<file path="src/rtl/bcd_frame_counter_if.sv">
// bcd_frame_counter_if
//   Groups the video-side controls and the counter/scanner outputs of bcd_frame_counter.
//   master: the driver side (hvsync generator / control logic, or a testbench).
//   slave : the bcd_frame_counter side.
//   Signals:
//     vsync  - frame sync level, active-high
//     hpos   - current horizontal pixel position
//     run    - 1 = automatic frame counting
//     step   - one-cycle request for one extra increment at the next frame boundary
//     clear  - synchronous clear, highest priority
//     digit  - BCD digit for the current column, 4'hF = blank
//     value  - packed BCD {d3,d2,d1,d0}
//     carry  - one-cycle pulse on 9999 -> 0000
interface bcd_frame_counter_if;
   logic        vsync;
   logic [9:0]  hpos;
   logic        run;
   logic        step;
   logic        clear;
   logic [3:0]  digit;
   logic [15:0] value;
   logic        carry;

   modport master (
      output vsync, hpos, run, step, clear,
      input  digit, value, carry
   );

   modport slave (
      input  vsync, hpos, run, step, clear,
      output digit, value, carry
   );
endinterface

</file>
<file path="src/rtl/bcd_frame_counter.sv">
// bcd_frame_counter
//   Frame-synchronised 4-digit BCD counter with a column scanner for the seven-segment path.
//   The count advances only on the vsync rising edge (automatic prescaled ticks and/or
//   latched step requests), so the displayed number never changes mid-frame.
//   Ports:
//     clk     - pixel clock, rising-edge
//     reset_n - asynchronous active-low reset
//     bus     - bcd_frame_counter_if.slave (vsync, hpos, run, step, clear in;
//               digit, value, carry out)
//   Parameters:
//     FRAMES_PER_TICK - frames per automatic step, 1..255
//     FIRST_COL       - hpos[7:4] column showing the most-significant digit, 0..12
//   Build option:
//     LEADING_ZERO_BLANK_EN - when defined, leading zero digits (above the highest nonzero
//                             digit) are shown blank; d0 is always shown.
module bcd_frame_counter #(
   parameter int unsigned FRAMES_PER_TICK = 60,
   parameter int unsigned FIRST_COL       = 0
) (
   input logic                clk,
   input logic                reset_n,
   bcd_frame_counter_if.slave bus
);

   localparam logic [7:0] PreMax   = 8'(FRAMES_PER_TICK - 1);
   localparam logic [3:0] FirstCol = 4'(FIRST_COL);

   logic        vs_q;
   logic        armed_q;
   logic [7:0]  pre_q, pre_d;
   logic        step_pend_q, step_pend_d;
   logic [15:0] value_q, value_d;
   logic        carry_q, carry_d;
   logic [3:0]  digit_q, digit_d;

   logic        frame_tick;
   logic        auto_inc;
   logic        do_inc;
   logic        wrap;
   logic [15:0] value_inc;

   logic [3:0]  col;
   logic [3:0]  k;
   logic        in_window;
   logic [2:0]  lead_blank;

   // armed_q is low only in the first cycle after reset release, so a vsync that is already
   // high at release is absorbed into vs_q without producing a tick.
   assign frame_tick = bus.vsync & ~vs_q & armed_q;
   assign auto_inc   = frame_tick & bus.run & (pre_q == PreMax);
   assign do_inc     = frame_tick & (auto_inc | step_pend_q | bus.step);
   assign wrap       = (value_q == 16'h9999);

   // Ripple BCD increment: each 9 rolls to 0 and passes the carry upward.
   always_comb begin : bcd_inc
      logic c;
      value_inc = value_q;
      c         = 1'b1;
      for (int i = 0; i < 4; i++) begin
         if (c) begin
            if (value_q[4*i +: 4] >= 4'd9) begin
               value_inc[4*i +: 4] = 4'd0;
            end else begin
               value_inc[4*i +: 4] = value_q[4*i +: 4] + 4'd1;
               c                   = 1'b0;
            end
         end
      end
   end

   always_comb begin : next_state
      pre_d       = pre_q;
      step_pend_d = step_pend_q | bus.step;
      value_d     = value_q;
      carry_d     = 1'b0;
      if (bus.clear) begin
         pre_d       = 8'd0;
         step_pend_d = 1'b0;
         value_d     = 16'h0000;
      end else if (frame_tick) begin
         // A step in the tick cycle is consumed here rather than left pending.
         step_pend_d = 1'b0;
         if (bus.run) begin
            pre_d = (pre_q == PreMax) ? 8'd0 : pre_q + 8'd1;
         end
         if (do_inc) begin
            value_d = value_inc;
            carry_d = wrap;
         end
      end
   end

`ifdef LEADING_ZERO_BLANK_EN
   // lead_blank[2] -> d3, [1] -> d2, [0] -> d1 suppressed as leading zeros.
   assign lead_blank[2] = (value_q[15:12] == 4'd0);
   assign lead_blank[1] = lead_blank[2] & (value_q[11:8] == 4'd0);
   assign lead_blank[0] = lead_blank[1] & (value_q[7:4] == 4'd0);
`else
   assign lead_blank = 3'b000;
`endif

   always_comb begin : scanner
      col       = bus.hpos[7:4];
      k         = col - FirstCol;
      in_window = (bus.hpos[9:8] == 2'b00) && (col >= FirstCol) && (k <= 4'd3);
      digit_d   = 4'hF;
      if (in_window) begin
         unique case (k[1:0])
            2'd0: digit_d = lead_blank[2] ? 4'hF : value_q[15:12];
            2'd1: digit_d = lead_blank[1] ? 4'hF : value_q[11:8];
            2'd2: digit_d = lead_blank[0] ? 4'hF : value_q[7:4];
            2'd3: digit_d = value_q[3:0];
            default: digit_d = 4'hF;
         endcase
      end
   end

   always_ff @(posedge clk or negedge reset_n) begin
      if (!reset_n) begin
         vs_q        <= 1'b0;
         armed_q     <= 1'b0;
         pre_q       <= 8'd0;
         step_pend_q <= 1'b0;
         value_q     <= 16'h0000;
         carry_q     <= 1'b0;
         digit_q     <= 4'hF;
      end else begin
         vs_q        <= bus.vsync;
         armed_q     <= 1'b1;
         pre_q       <= pre_d;
         step_pend_q <= step_pend_d;
         value_q     <= value_d;
         carry_q     <= carry_d;
         digit_q     <= digit_d;
      end
   end

   assign bus.value = value_q;
   assign bus.carry = carry_q;
   assign bus.digit = digit_q;

endmodule

</file>
<file path="src/flat_wrapper.sv">
// flat-port wrapper written by rule: the top's interface ports become plain ports
module bcd_frame_counter_flat 
#(
   parameter int unsigned FRAMES_PER_TICK = 60,
   parameter int unsigned FIRST_COL       = 0
)
  (clk, reset_n, bus_vsync, bus_hpos, bus_run, bus_step, bus_clear, bus_digit, bus_value, bus_carry);
  bcd_frame_counter_if bus_i ();
  input logic clk;
  input logic reset_n;
  input wire logic [$bits(bus_i.vsync)-1:0] bus_vsync;
  input wire logic [$bits(bus_i.hpos)-1:0] bus_hpos;
  input wire logic [$bits(bus_i.run)-1:0] bus_run;
  input wire logic [$bits(bus_i.step)-1:0] bus_step;
  input wire logic [$bits(bus_i.clear)-1:0] bus_clear;
  output wire logic [$bits(bus_i.digit)-1:0] bus_digit;
  output wire logic [$bits(bus_i.value)-1:0] bus_value;
  output wire logic [$bits(bus_i.carry)-1:0] bus_carry;
  assign bus_i.vsync = bus_vsync;
  assign bus_i.hpos = bus_hpos;
  assign bus_i.run = bus_run;
  assign bus_i.step = bus_step;
  assign bus_i.clear = bus_clear;
  assign bus_digit = bus_i.digit;
  assign bus_value = bus_i.value;
  assign bus_carry = bus_i.carry;
  bcd_frame_counter #(.FRAMES_PER_TICK(FRAMES_PER_TICK), .FIRST_COL(FIRST_COL)) u_core (.clk(clk), .reset_n(reset_n), .bus(bus_i));
endmodule
</file>
<file path="config.mk">
export PLATFORM = sky130hd
export DESIGN_NAME = bcd_frame_counter_flat
export DESIGN_NICKNAME = d
export VERILOG_FILES = /design/src/rtl/bcd_frame_counter_if.sv /design/src/rtl/bcd_frame_counter.sv /design/src/flat_wrapper.sv
export SDC_FILE = /design/constraint.sdc
export NUM_CORES = 1
export LEC_CHECK = 0
export BUFFER_PORTS_ARGS = -buffer_cell sky130_fd_sc_hd__buf_4
export CELL_PAD_IN_SITES_DETAIL_PLACEMENT = 1
export CELL_PAD_IN_SITES_GLOBAL_PLACEMENT = 2
export CORE_MARGIN = 1
export CORE_UTILIZATION = 37
export DETAILED_ROUTE_END_ITERATION = 10
export GPL_ROUTABILITY_DRIVEN = 0
export PLACE_DENSITY_LB_ADDON = 0.1
export SLEW_MARGIN = 20
export SYNTH_ARGS = -nofsm -noshare
export SYNTH_HDL_FRONTEND = slang
export SYNTH_SLANG_ARGS = --single-unit
</file>
<file path="constraint.sdc">
create_clock -name clk -period 3.4 [get_ports clk]
set_clock_uncertainty 0.2 [all_clocks]
set_input_delay 0.17 -clock clk [delete_from_list [all_inputs] [get_ports clk]]
set_output_delay 0.17 -clock clk [all_outputs]
set_load 0.1 [all_outputs]
</file>
==> flow_metrics.py, run 1 <==
metrics = {
    "timing": {
        "setup_ws_ns": 0.845,
        "rsz0062_at_grt": "no",
        "tns_ns": 0,
        "slew_viol_final": 0,
        "slew_headroom": 0.537,
        "setup_viol": 0,
        "fmax_ghz": 0.391,
        "min_period_over_period": 0.752,
        "hold_violations": 0,
        "worst_slew_pin_slew_ns": 0.694,
        "min_period_ns": 2.56,
    },
    "floorplanning": {
        "die_h_microns": 73.2,
        "dieWidth_microns": 73.2,
        "dieArea_sq_mm": 0.00536,
        "row_count": 25,
        "start_util": 0.390,
        "coreArea_sq_mm": 0.00482,
        "ios": 37,
    },
    "clock_tree": {
        "clock_latency_ns": 0.29,
        "cts_tree": "built",
        "ctsResizeCount": 0,
        "cts_buffer_depth": 2,
        "cts_buffers": 5,
        "htreeDepth": 2,
        "clkTransAtPathRegs_ns": 0.07,
        "cts_sinks": 32,
        "clockRootBuffer": "clkbuf_8",
    },
    "layout": {
        "seqCellArea_sq_um": 806,
        "final_common_cell": "buf_4",
        "area_growth_pct": 24.7,
        "mostFrequentLayoutCells": "buf_4 (32), dfrtp_1 (28), nor2_1 (17)",
        "num_antenna_cells": 0,
        "drive_gt1_frac": 0.256,
        "final.fill_count": 552,
        "multi_input_area_sq_mm": 0.00101,
        "nets": 255,
    },
    "drt": {
        "first_pass_iters": 4,
        "antenna_left": 0,
        "routed_wl_mm": 4.88,
        "vias_per_cell": 5.54,
        "drc_errors": 0,
        "vias": 1628,
        "initialDrtViolationCount": 64,
        "wl_per_cell_microns": 16.6,
    },
    "worst_setup_path": {
        "critical_path.max_fanout": 14,
        "cp_top_family": "simple AND/OR/NAND/NOR gates",
        "critical_path_class": "reg -> reg",
        "required_ns": 3.37,
        "slowest_stage": "or4b_4",
        "cp_num_buf_inv": 0,
        "start_kind": "register",
        "critPathCaptureType": "register",
        "worstPathArrival_ns": 2.53,
        "path_cells": "or4b_4 -> nor4_4 -> o31ai_4 -> nor3_2 -> mux2_1",
        "cpPeakStageDelay_ns": 0.59,
    },
    "grt": {
        "antenna_found_initial": 0,
        "grt_first_pass_wirelength_mm": 8.20,
        "grt_usage": 0.208,
        "grt_max_degree": 33,
        "first_global_vias": 1623,
        "overflow": 0,
    },
    "logic_synthesis": {
        "synth_edf_count": 0,
        "synth_nets": 214,
        "synth_cell_types": 52,
        "yosys_warnings": 0,
        "ys_ff_latch": 32,
        "async_flop_share": 1.00,
        "avgSynthCellArea_sq_um": 10.1,
        "yosys_most_used_dff": "dfrtp_1",
        "syn-instance-count": 185,
        "syn_area_sq_mm": 0.00188,
        "seq_area_frac_synth": 0.429,
    },
    "placed_design": {
        "pre_cts_ws_ns": 0.716,
        "dpl.hpwl_mm": 3.60,
        "port_buffers": 32,
    },
    "flow_run": {
        "maxCapViolCount": 0,
    },
    "worst_hold_path": {
        "hold_class": "in -> reg",
    },
    "power": {
        "irDropWorstVdd_uv": 538,
        "p_leak_uw": 0.00106,
        "powerDensity_mw_per_mm2": 670,
    },
    "run_status": {
        "status": "complete, no violations",
    },
}
==> flip-flops by register name (all words and copies together), names as in the netlist <==
name	count
u_core.armed_q	1
u_core.bus.carry	1
u_core.bus.digit	4
u_core.bus.value	16
u_core.pre_q	8
u_core.step_pend_q	1
u_core.vs_q	1
==> final cells by class <==
class	instances	area share
Tap cell	67	0.0358
Sequential cell	32	0.344
Timing Repair Buffer	37	0.124
Multi-Input combinational cell	137	0.432
Clock buffer	8	0.0428
Inverter	13	0.0209
==> logic make-up (layout without fill, tap and decap cells) <==
logic type	after synthesis	after routing	share of synthesized area
buf+inv	16	58	0.0367
xor+xnor	1	1	0.00467
mux	7	7	0.0647
simple gates	71	71	0.213
fa+ha+maj	13	13	0.0867
compound gates	44	44	0.163
flops	32	32	0.429
other cells	1	1	0.00200
==> routing by layer <==
metal | vias to the layer above | track usage | routed length [microns]
li1 | 759 | - | -
met5 | - | 0 | 0
met2 | 45 | 0.331 | 2310
met3 | 4 | 0.0470 | 229
met1 | 820 | 0.278 | 2300
met4 | 0 | 0.0697 | 42
==> worst paths after layout <==
check	from	endpoint	slack, ns	depth (start not counted)
setup / recovery	u_core.pre_q[2]	u_core.bus.value[12]	0.84	5
hold / removal	bus_hpos[4]	u_core.bus.digit[1]	0.05	3
setup reg to reg	u_core.pre_q[2]	u_core.bus.value[12]	0.84	5
hold reg to reg	u_core.pre_q[4]	u_core.pre_q[4]	0.32	1
max in group asynchronous	reset_n	u_core.bus.digit[0]	2.51	2
min in group asynchronous	reset_n	u_core.pre_q[4]	0.17	2
==> cell usage after synthesis (2+ instances only) <==
library cell  instances  area [sq um]
nor4b_1               2          17.5
o31ai_1               4          30.0
o21ai_0              15          75.1
a41o_1                2          20.0
dfstp_2               4           105
inv_1                13          48.8
a21o_1                2          15.0
or2_2                 2          12.5
ha_1                 13           163
or3b_2                2          17.5
nand2b_1              5          31.3
and3_1                3          18.8
dfrtp_1              28           701
mux4_2                4          90.1
nand3b_1              2          15.0
o21ai_1               5          25.0
mux2i_1               2          20.0
nor2_1               17          63.8
nand2_1              14          52.6
nor4_1                5          31.3
a21oi_1               2          10.0
nand3_1               8          40.0
a31oi_1               2          12.5
==> through the flow <==
| stage | hold WS, ns | total power (uW) | util | cell area, sq um | cells |
|---|---|---|---|---|---|
| 2_1_floorplan | -0.326 | 1060 | - | 1880 | 185 |
| 3_3_place_gp | -0.0711 | 1210 | 0.453 | 2180 | 281 |
| 3_5_place_dp | -0.0649 | 1240 | 0.453 | 2180 | 281 |
| 4_1_cts | 0.0420 | 1580 | 0.484 | 2330 | 294 |
| 5_1_grt | 0.0633 | 1650 | 0.486 | 2340 | 294 |
| 6_report | 0.0464 | 1570 | 0.486 | 2340 | 294 |
==> what timing repair did <==
item / CTS / global route
hold buffers: 5 / 0
endpoints found under the hold margin: 38 / 0
endpoints found under the setup margin: 0 / 0
buffers inserted: 0 / 0
==> power breakdown <==
| part | switching (uW) | total, uW | internal, uW |
|---|---|---|---|
| Combinational | 532 | 726 | 193 |
| Sequential | 88.6 | 519 | 431 |
| Clock | 139 | 323 | 185 |
| Total | 760 | 1570 | 809 |
==> worst min-delay path, stage by stage <==
cell	delay, ns
buf_4	0.12
mux4_2	0.18
nand2_1	0.05
Power figures use the tool's default switching activity.
==> run 2: changes to the inputs <==
--- a/config.mk
+++ b/config.mk
@@ -5,11 +5,12 @@
 export SDC_FILE = /design/constraint.sdc
 export NUM_CORES = 1
 export LEC_CHECK = 0
+export ABC_AREA = 1
 export BUFFER_PORTS_ARGS = -buffer_cell sky130_fd_sc_hd__buf_4
 export CELL_PAD_IN_SITES_DETAIL_PLACEMENT = 1
 export CELL_PAD_IN_SITES_GLOBAL_PLACEMENT = 2
 export CORE_MARGIN = 1
-export CORE_UTILIZATION = 37
+export CORE_UTILIZATION = 29
 export DETAILED_ROUTE_END_ITERATION = 10
 export GPL_ROUTABILITY_DRIVEN = 0
 export PLACE_DENSITY_LB_ADDON = 0.1
==> constraint.sdc (replaced) <==
create_clock -name clk -period 2.3 [get_ports clk]
set_clock_uncertainty 0.2 [all_clocks]
set_input_delay 0.115 -clock clk [delete_from_list [all_inputs] [get_ports clk]]
set_output_delay 0.115 -clock clk [all_outputs]
set_load 0.1 [all_outputs]
==> flow_metrics.py, run 2 <==
metrics = {
    "run_status": {
        "status": "complete, but fails checks",
        "violations": "negative hold slack",
    },
    "drt": {
        "routed_wl_mm": 5.28,
        "first_pass_iters": 4,
        "wl_per_cell_microns": 13.9,
        "antenna_left": 0,
        "initialDrtViolationCount": 40,
        "vias_per_cell": 4.72,
        "vias": 1787,
        "drc_errors": 0,
    },
    "clock_tree": {
        "cts_sinks": 32,
        "postCtsSetupRepairBufs": 0,
        "clockRootBuffer": "clkbuf_8",
        "clock_latency_ns": 0.29,
        "cts_buffers": 5,
        "cts_buffer_depth": 2,
        "htreeDepth": 2,
        "cts_tree": "built",
        "ctsResizeCount": 0,
        "clkTransAtPathRegs_ns": 0.07,
    },
    "logic_synthesis": {
        "yosysTopAreaCellShare": 0.347,
        "seq_area_frac_synth": 0.399,
        "ys_top_cells_by_count": "nand2_1 (55), inv_1 (30), dfrtp_1 (28), nand3_1 (28), nor2_1 (25)",
        "syn-instance-count": 252,
        "syn_area_sq_mm": 0.00202,
        "async_flop_share": 1.00,
        "yosys_warnings": 0,
        "synth_nets": 281,
        "synth_edf_count": 0,
        "avgSynthCellArea_sq_um": 8.01,
        "ys_ff_latch": 32,
        "ys_top_cells_by_area": "dfrtp_1 (35%), nand2_1 (10%), ha_1 (8.1%)",
        "synth_most_common_cell": "nand2_1",
        "synth_cell_types": 33,
        "yosys_most_used_dff": "dfrtp_1",
        "yosysTopAreaCell": "dfrtp_1",
    },
    "layout": {
        "final.fill_count": 836,
        "postLayoutCellArea_sq_mm": 0.00253,
        "stdcell_count": 379,
        "num_antenna_cells": 0,
        "largest_register_ffs": 16,
        "area_growth_pct": 25.5,
        "mostFrequentLayoutCells": "nand2_1 (55), buf_4 (32), inv_1 (30)",
        "drive_gt1_frac": 0.221,
        "final_common_cell": "nand2_1",
        "nets": 327,
    },
    "power": {
        "p_total_uw": 1690,
        "powerDensity_mw_per_mm2": 666,
        "p_leak_uw": 0.00125,
        "irDropWorstVdd_uv": 287,
    },
    "floorplanning": {
        "die_h_microns": 85.5,
        "row_count": 30,
        "ios": 37,
        "dieArea_sq_mm": 0.00730,
        "dieWidth_microns": 85.5,
        "start_util": 0.299,
        "coreArea_sq_mm": 0.00676,
    },
    "worst_setup_path": {
        "cp_num_buf_inv": 4,
        "slowest_stage": "dlygate4sd3_1",
        "required_ns": 2.31,
        "reg2reg_to": "u_core.bus.value[4]",
        "cpPeakStageDelay_ns": 0.56,
        "start_kind": "input pin",
        "path_cells": "dlygate4sd3_1 -> buf_4 -> nor2_1 -> dlygate4sd3_1 -> nand2_1 -> dlygate4sd3_1 -> a21oi_1 -> nand2_1",
        "worstPathArrival_ns": 2.23,
        "rr_worst_depth": 9,
        "critPathCaptureType": "register",
        "critical_path.max_fanout": 2,
        "critical_path_class": "in -> reg",
        "path_common_cell": "dlygate4sd3_1",
        "r2r_slack_ns": 0.47,
        "timing.rr.start": "u_core.bus.value[1]",
        "cp_top_family": "buffers and inverters",
    },
    "grt": {
        "grt_max_degree": 33,
        "grt_first_pass_wirelength_mm": 8.80,
        "grt_usage": 0.158,
        "overflow": 0,
        "antenna_found_initial": 0,
        "first_global_vias": 1799,
    },
    "timing": {
        "slew_headroom": 0.598,
        "tns_ns": 0,
        "rsz0062_at_grt": "yes",
        "hold_slack_ns": -0.0250,
        "min_period_over_period": 0.965,
        "fmax_ghz": 0.450,
        "setup_viol": 0,
        "slew_viol_final": 0,
        "worst_slew_pin_slew_ns": 0.601,
        "min_period_ns": 2.22,
        "hold_violations": 3,
    },
    "flow_run": {
        "maxCapViolCount": 0,
    },
    "worst_hold_path": {
        "hp-start": "bus_hpos[5]",
        "hold_class": "in -> reg",
        "hold_depth": 4,
        "min_to": "u_core.bus.digit[1]",
    },
    "placed_design": {
        "dpl.hpwl_mm": 3.94,
        "dp.cells": 362,
        "dpl_cell_area_sq_mm": 0.00234,
        "port_buffers": 32,
    },
}
run 2: how the worst max path moves through the flow:
stage               depth (start not counted)                 from                  end
global placement                            9  u_core.bus.value[1]  u_core.bus.value[4]
detailed placement                          9  u_core.bus.value[1]  u_core.bus.value[4]
global route                                8          bus_hpos[6]  u_core.bus.digit[0]
finish                                      8          bus_hpos[6]  u_core.bus.digit[3]
floorplan                                   8  u_core.bus.value[4]  u_core.bus.value[8]
CTS                                         8          bus_hpos[6]  u_core.bus.digit[3]
run 2: kinds of logic after synthesis:
kind of cell / share of synthesized area
adder cells (fa/ha/maj): 0.0805
AND/OR/NAND/NOR: 0.312
other: 0.00186
AO/OA/AOI/OAI: 0.0911
flip-flops: 0.399
XOR/XNOR: 0.0434
buffers and inverters: 0.0725
run 2: worst register-to-register path, cell delays in order, from the launching register on:
cell and delay, ns:
dfrtp_2 0.42, inv_1 0.15, ha_1 0.21, nor2_2 0.05, a21oi_2 0.19, nor2_2 0.08, inv_1 0.15, nand2_1 0.14
nand2_1 0.09, nand2_1 0.05
run 2: layout make-up:
type | instances | area, sq um | area share
Sequential cell | 32 | 808 | 0.319
Tap cell | 80 | 100 | 0.0395
Clock buffer | 6 | 72.6 | 0.0286
Multi-Input combinational cell | 186 | 1070 | 0.421
Timing Repair Buffer | 41 | 330 | 0.130
Clock inverter | 2 | 35.0 | 0.0138
Inverter | 32 | 121 | 0.0479
run 2: per-layer routing:
metal	vias to the layer above	global-route usage	routed length [microns]
met3	5	0.0360	119
met1	857	0.196	2450
met4	0	0.0545	55
met5	-	0	0
li1	907	-	-
met2	18	0.271	2660
run 2: stage by stage:
stage | util | setup WS (ns)
after CTS | 0.377 | 0.104
after floorplan | - | 0.0418
after detailed placement | 0.346 | 0.445
after global routing | 0.375 | -0.00333
final | 0.375 | 0.0796
after global placement | 0.346 | 0.449
run 2: where the power goes:
part           switching [uW]  leakage, uW  internal (uW)
clock                     222    0.0000552            322
combinational             366     0.000774            129
sequential               52.4     0.000417            597
run 2: what timing repair did:
| action | CTS | global route |
|---|---|---|
| hold endpoints to repair | 38 | 0 |
| hold buffers | 10 | 0 |
| setup endpoints to repair | 0 | 1 |
